### src/rtl/round_key_buffer_pkg.sv
// Shared constants, FSM encoding and helpers for the round key buffer.
// Latency: n/a (declarations only).
// Backpressure: n/a (declarations only).
package round_key_buffer_pkg;

  localparam int NUM_ROUNDS    = 10;  // stored round keys (rounds 1..10)
  localparam int WORD_WIDTH    = 32;  // one key-schedule word
  localparam int KEY_WIDTH     = 128; // one round key
  localparam int IDX_WIDTH     = 4;   // round index width
  localparam int WORDS_PER_KEY = 4;
  localparam int SLOT_WIDTH    = 2;   // word slot within a round key
  localparam int KEY_WORDS     = NUM_ROUNDS * WORDS_PER_KEY; // w4..w43
  localparam int WC_WIDTH      = 6;   // word counter, 0..KEY_WORDS-1

  typedef enum logic [1:0] {
    ST_IDLE  = 2'b00,
    ST_LOAD  = 2'b01,
    ST_GEN   = 2'b10,
    ST_READY = 2'b11
  } rkb_state_e;

  // Legal read indices are 1..NUM_ROUNDS; round 0 is the seed key held elsewhere.
  function automatic logic idx_legal(input logic [IDX_WIDTH-1:0] idx);
    return (idx != '0) && (idx <= IDX_WIDTH'(NUM_ROUNDS));
  endfunction

endpackage

### src/rtl/round_key_buffer_store.sv
// Round key register file: NUM_ROUNDS x KEY_WIDTH, written one word at a time.
// Latency: write lands next edge; read data registered, valid 1 cycle after rd_en_i.
// Backpressure: none; one write and one read accepted every cycle.
//
// Ports: clk_i/rst_i (async active-high clear), wr_en_i/wr_round_i/wr_slot_i/
// wr_word_i (word write, 0-based round), rd_en_i/rd_round_i (0-based round),
// rd_key_o (registered read data, forced to 0 when no read was issued).
module round_key_store
  import round_key_buffer_pkg::*;
(
  input  logic                  clk_i,
  input  logic                  rst_i,
  input  logic                  wr_en_i,
  input  logic [IDX_WIDTH-1:0]  wr_round_i,
  input  logic [SLOT_WIDTH-1:0] wr_slot_i,
  input  logic [WORD_WIDTH-1:0] wr_word_i,
  input  logic                  rd_en_i,
  input  logic [IDX_WIDTH-1:0]  rd_round_i,
  output logic [KEY_WIDTH-1:0]  rd_key_o
);

  // Stored per word so a write touches exactly one 32-bit slot.
  logic [WORD_WIDTH-1:0] mem_q [NUM_ROUNDS][WORDS_PER_KEY];
  logic [KEY_WIDTH-1:0]  rd_key_q;

  always_ff @(posedge clk_i or posedge rst_i) begin
    if (rst_i) begin
      for (int r = 0; r < NUM_ROUNDS; r++) begin
        for (int s = 0; s < WORDS_PER_KEY; s++) begin
          mem_q[r][s] <= '0;
        end
      end
      rd_key_q <= '0;
    end else begin
      if (wr_en_i) begin
        mem_q[wr_round_i][wr_slot_i] <= wr_word_i;
      end
      // Slot 0 is the most significant word of the round key.
      if (rd_en_i) begin
        rd_key_q <= {mem_q[rd_round_i][0], mem_q[rd_round_i][1],
                     mem_q[rd_round_i][2], mem_q[rd_round_i][3]};
      end else begin
        rd_key_q <= '0;
      end
    end
  end

  assign rd_key_o = rd_key_q;

endmodule

### src/rtl/round_key_buffer.sv
// Runs one 40-word key-schedule burst per seed, packs w4..w43 into 10 round keys, serves them by index.
// Latency: keys_ready 42 cycles after key_available; read data 1 cycle after rnd_key_req.
// Backpressure: none; words must arrive every GEN cycle (gaps stall), one read per cycle.
//
// Ports: clk, reset (async active-high); key_available (seed pulse);
// rnd_word_key_val/_vld (word stream in); rnd_key_gen (registered word request);
// rnd_key_req/rnd_key_idx (read request); rnd_key/rnd_key_vld/rnd_key_err (read
// response); keys_ready (all keys valid); busy (LOAD or GEN).
module round_key_buffer
  import round_key_buffer_pkg::*;
(
  input  logic                  clk,
  input  logic                  reset,
  input  logic                  key_available,
  input  logic [WORD_WIDTH-1:0] rnd_word_key_val,
  input  logic                  rnd_word_key_val_vld,
  output logic                  rnd_key_gen,
  input  logic                  rnd_key_req,
  input  logic [IDX_WIDTH-1:0]  rnd_key_idx,
  output logic [KEY_WIDTH-1:0]  rnd_key,
  output logic                  rnd_key_vld,
  output logic                  rnd_key_err,
  output logic                  keys_ready,
  output logic                  busy
);

  rkb_state_e          state_q, state_d;
  logic [WC_WIDTH-1:0] wc_q, wc_d;
  logic                gen_q;
  logic                vld_q;
  logic                err_q, err_d;
  logic                wr_en;
  logic                rd_en;
  logic [IDX_WIDTH-1:0] rd_round;

  always_comb begin
    state_d = state_q;
    wc_d    = wc_q;
    wr_en   = 1'b0;

    unique case (state_q)
      ST_IDLE:  state_d = ST_IDLE;
      ST_LOAD:  state_d = ST_GEN;
      ST_GEN: begin
        // A GEN cycle without a valid word simply stalls the counter.
        if (rnd_word_key_val_vld) begin
          wr_en = 1'b1;
          if (wc_q == WC_WIDTH'(KEY_WORDS - 1)) begin
            state_d = ST_READY;
            wc_d    = '0;
          end else begin
            wc_d = wc_q + WC_WIDTH'(1);
          end
        end
      end
      ST_READY: state_d = ST_READY;
      default:  state_d = ST_IDLE;
    endcase

    // A new seed restarts the burst from any state, including mid-burst.
    if (key_available) begin
      state_d = ST_LOAD;
      wc_d    = '0;
    end

    // key_available in the same cycle as a read wins; the read is refused.
    rd_en = rnd_key_req && (state_q == ST_READY) && !key_available &&
            idx_legal(rnd_key_idx);
    err_d = rnd_key_req && !rd_en;
  end

  always_ff @(posedge clk or posedge reset) begin
    if (reset) begin
      state_q <= ST_IDLE;
      wc_q    <= '0;
      gen_q   <= 1'b0;
      vld_q   <= 1'b0;
      err_q   <= 1'b0;
    end else begin
      state_q <= state_d;
      wc_q    <= wc_d;
      // Registered request; drops for the LOAD cycle so key_expansion reseeds.
      gen_q   <= (state_d == ST_GEN);
      vld_q   <= rd_en;
      err_q   <= err_d;
    end
  end

  // External round r (1..10) lives in store row r-1; wc[5:2] is already that row.
  assign rd_round = rnd_key_idx - IDX_WIDTH'(1);

  round_key_store u_store (
    .clk_i      (clk),
    .rst_i      (reset),
    .wr_en_i    (wr_en),
    .wr_round_i (wc_q[WC_WIDTH-1:SLOT_WIDTH]),
    .wr_slot_i  (wc_q[SLOT_WIDTH-1:0]),
    .wr_word_i  (rnd_word_key_val),
    .rd_en_i    (rd_en),
    .rd_round_i (rd_round),
    .rd_key_o   (rnd_key)
  );

  assign rnd_key_gen = gen_q;
  assign rnd_key_vld = vld_q;
  assign rnd_key_err = err_q;
  assign keys_ready  = (state_q == ST_READY);
  assign busy        = (state_q == ST_LOAD) || (state_q == ST_GEN);

endmodule

### config.mk
export PLATFORM = sky130hd
export DESIGN_NAME = round_key_buffer
export DESIGN_NICKNAME = d
export VERILOG_FILES = /design/src/rtl/round_key_buffer_pkg.sv /design/src/rtl/round_key_buffer_store.sv /design/src/rtl/round_key_buffer.sv
export SDC_FILE = /design/constraint.sdc
export NUM_CORES = 2
export LEC_CHECK = 0
export ABC_AREA = 1
export CORE_MARGIN = 10
export CORE_UTILIZATION = 40
export DETAILED_ROUTE_END_ITERATION = 7
export PLACE_DENSITY = 0.63
export SYNTH_ARGS = -nofsm -noshare
export SYNTH_HDL_FRONTEND = slang
export SYNTH_HIERARCHICAL = 1
export SYNTH_SLANG_ARGS = --single-unit
### constraint.sdc
create_clock -name clk -period 104.3 [get_ports clk]
set_input_delay 26.075 -clock clk [delete_from_list [all_inputs] [get_ports clk]]
set_output_delay 26.075 -clock clk [all_outputs]
set_load 0.05 [all_outputs]
==> results.txt <==
The period utilization was 0.2867; the sequential fraction of the synthesis area was 0.5531. In the layout the commonest cells are 2963 x sky130_fd_sc_hd__nand2_1, 1419 x sky130_fd_sc_hd__dfrtp_1, 1234 x sky130_fd_sc_hd__o21ai_0. In the final routed layout, each cell accounts on average for 21.32 um.

The wire-length estimate of the detail-placed layout is 122800 um. The run gives 0 ns as the final-layout setup total negative slack. In this run the clock root is driven by a sky130_fd_sc_hd__clkbuf_16. The final layout contains routed wiring with a total length of 218400 um. In the final design database the tool counted 8095 nets. After clock tree synthesis, the clock-pin slew on the worst setup and hold paths is 0.06 ns. For the reported max-cap violation count, the log shows 0. The library cell used most frequently in the layout, excluding fill and tap cells, is sky130_fd_sc_hd__nand2_1. The minimum setup slack among reg-to-reg paths is 101.05 ns.

Post-synth design cell area: 64200 um^2. The flow ran to the end, but the final reports show violations. Counting tap cells, the placed design contains a total of 9963 instances. The worst hold path begins at u_store/mem_q[630]$_DFFE_PP0P_. Among cell families on the critical path, the largest total delay comes from buffers and inverters.

For the number of endpoints with negative hold slack in the final report, the log shows 0. For the number of DRC violations after detailed-routing iteration 0, the log shows 6445. The analysis attributes to cell leakage a power of 0.03392 uW. Counting along the longest clock path gives a buffer depth of 3.

The highest achievable clock rate came out at 33.44 MHz. The floorplan has 146 rows. The tools report the final cell utilization of the core as 0.4551.

The kind of launch point of the worst setup path is an input pin. The critical path is of the input pin to register type. The depth of the most critical reg-to-reg path is 7, and the overall die area is 176900 um^2.

The tools report the number of standard cells after synthesis as 8249. The tools report the starting utilization of the core area as 0.4039. Setup violations remaining at the end of the flow were counted as 0.

The number of nets handed over by synthesis was 8296. The checks that failed: design-rule violations. For this run, the slowest stage of the critical path takes 0.90 ns. The worst path needs 29.90 ns of the cycle, external delays included.

The endpoint of the worst hold path was u_store/mem_q[630]$_DFFE_PP0P_. Along the worst path, the maximum fanout reaches 135. The normalized max-slew margin was 0.1943; the number of buffers added for setup after CTS was 0. The global-route wire length before repair is 331200 um. Setup repair after global routing left no endpoint under its margin.

The total buffers and inverters traversed by the critical path was 5; the initial antenna violation count was 21. At the pin with the least slew margin, the transition time is 1.204 ns. Each instance of the synthesized netlist takes up on average 7.782 um^2.

The length of the first detailed-routing pass in iterations came out at 8. The routed layout has 54506 vias. Entering global routing, the biggest net connects 218 pins. The congestion estimate from routability-driven global placement came to 0.8248. The fraction of final layout cells with drive strength greater than 1 works out to 0.05007. The standard cell with the maximum stage delay on the critical path was sky130_fd_sc_hd__buf_4. Once detail routing completed, the nets flagged for antenna violations numbered 0. Worst reg2reg path endpoint: u_store/rd_key_o[103]$_DFF_PP0_. Buffers placed on the I/O ports in this run total 173. The tools report the post-route clock skew as 0.01942 ns. For this design, the CTS-stage hold fixing added 0 buffers.

In this run the worst hold path is classified as register to register. For this design the top-level I/O count stands at 174. Measured along the x axis, the die boundary spans 420.6 um. The latest clock arrival within the worst-skew pair was 0.80 ns. Data on the critical path arrives at its endpoint at 30.61 ns. For this design, the sink count on the clock tree is 1419. Measured along the y axis, the die boundary spans 420.6 um. The type of destination of the critical path is a register.

The count of unresolved DRC violations after routing is 1, and the layout-stage area growth over the synthesis result is 12.66%. The worst path required time was 105.01 ns. The hold-critical path depth was 2. The H-tree generated during clock tree synthesis spans 4 levels. The critical path depth in cells works out to 11.

After detailed routing, the number of vias per cell comes to 5.320. Excluding fillers, the count of instances in the completed layout stands at 10246. The peak supply drop came out at 0.01781 mV.

The source of the worst register-to-register timing path was state_q[1]$_DFF_PP0_. In this run, post-CTS repair resized a total of 0 instances. The number of warnings issued by yosys was 6; the via count of the first global-routing pass was 51124.

TritonCTS built the clock tree. Global routing finished with a remaining overflow of 0. The netlist uses 25 different library cells. The critical path goes through clkdlybuf4s50_1, inv_8, buf_4, buf_4, buf_4, nand2_1, nand2_1, nand2_1, nand3_1, nand3_1, a21oi_1. The overall global routing resource usage came out at 0.2442. The power per unit of standard cell area is 16.86 nW/um^2.

The count of final max-slew check failures was 0. Counting the buffers created by CTS gives 155. After synthesis the netlist holds a flip-flop and latch count of 1419. The core area is 158900 um^2.
worst register-to-register path, delay by kind of cell (launching register included):
family	cells	cell delay, ns
adders and majority gates	1	0.24
buffers and inverters	3	2.13
and+or+nand+nor	2	0.21
AOI/OAI and AO/OA	1	0.12
DFF	1	0.40
synth_stat cells, drive strengths merged:
cell type | instances | area, um^2
a211oi | 1 | 7.510
a21oi | 133 | 665.6
buf | 85 | 374.1
clkbuf | 552 | 2072
dfrtp | 1419 | 35510
ha | 6 | 75.07
inv | 894 | 3356
nand2 | 3002 | 11280
nand3 | 776 | 3884
nand4 | 1 | 6.260
nor2 | 19 | 93.84
nor3 | 8 | 82.58
o21ai | 1349 | 6755
o21bai | 1 | 11.26
or2 | 1 | 6.260
xor2 | 2 | 17.52
metal layers:
metal	wire, um	share of wire	vias to the layer above	GRT usage
met5	79	0.00036	-	0
met4	7277	0.033	14	0.07861
met3	20580	0.094	361	0.05902
met2	95660	0.44	2326	0.3693
met1	94840	0.43	26453	0.3439
li1	-	-	25352	-
state kept, by name, indices dropped and copies added, names as in the netlist:
| name | cells |
|---|---|
| rnd_key_gen | 1 |
| state_q | 2 |
| wc_q | 6 |
| u_store/mem_q | 1280 |
| u_store/rd_key_o | 128 |
| rnd_key_err | 1 |
| rnd_key_vld | 1 |
logic make-up after synthesis:
| group | after synthesis | synth area share |
|---|---|---|
| xor gates and xnor gates | 2 | 0.0002729 |
| adders and majority gates | 6 | 0.001169 |
| buffers and inverters | 1531 | 0.09038 |
| AOI/OAI and AO/OA | 1484 | 0.1159 |
| and+or+nand+nor | 3807 | 0.2392 |
| DFF | 1419 | 0.5531 |
through the flow:
| stage | hold WS, ns | setup WS [ns] | cell area [um^2] | power [uW] |
|---|---|---|---|---|
| floorplan | 0.4529 | 38.52 | 64200 | 633.8 |
| global placement | 0.4651 | 73.60 | 67140 | 670.4 |
| detailed placement | 0.4723 | 73.55 | 67140 | 671.2 |
| CTS | 0.4863 | 74.40 | 72310 | 1226 |
| global route | 0.4995 | 73.85 | 72310 | 1260 |
| finish | 0.4805 | 74.40 | 72330 | 1219 |
where the power goes:
group	leakage, uW	total (uW)	internal [uW]	switching [uW]
Combinational	0.0120	100	22.3	77.7
Clock	0.00253	557	327	230
Sequential	0.0194	562	558	4.38
worst max path at each step:
| stage | start | endpoint |
|---|---|---|
| floorplan | reset | u_store/mem_q[0]$_DFFE_PP0P_ |
| global placement | reset | u_store/mem_q[775]$_DFFE_PP0P_ |
| detailed placement | reset | u_store/mem_q[635]$_DFFE_PP0P_ |
| CTS | reset | u_store/rd_key_o[123]$_DFF_PP0_ |
| global route | reset | u_store/mem_q[1010]$_DFFE_PP0P_ |
| finish | rnd_key_idx[0] | u_store/rd_key_o[91]$_DFF_PP0_ |
layout make-up:
class                   instances  area, um^2
inverters                     894        3401
flip-flops and latches       1419       35510
clock inverters                31       435.4
well taps                    2072        2592
multi-input cells            5299       23070
fillers                     15498       86600
diodes                          5       12.51
repair buffers                279        2565
clock buffers                 247        4742
No activity file was read; power rests on OpenSTA's default activity.
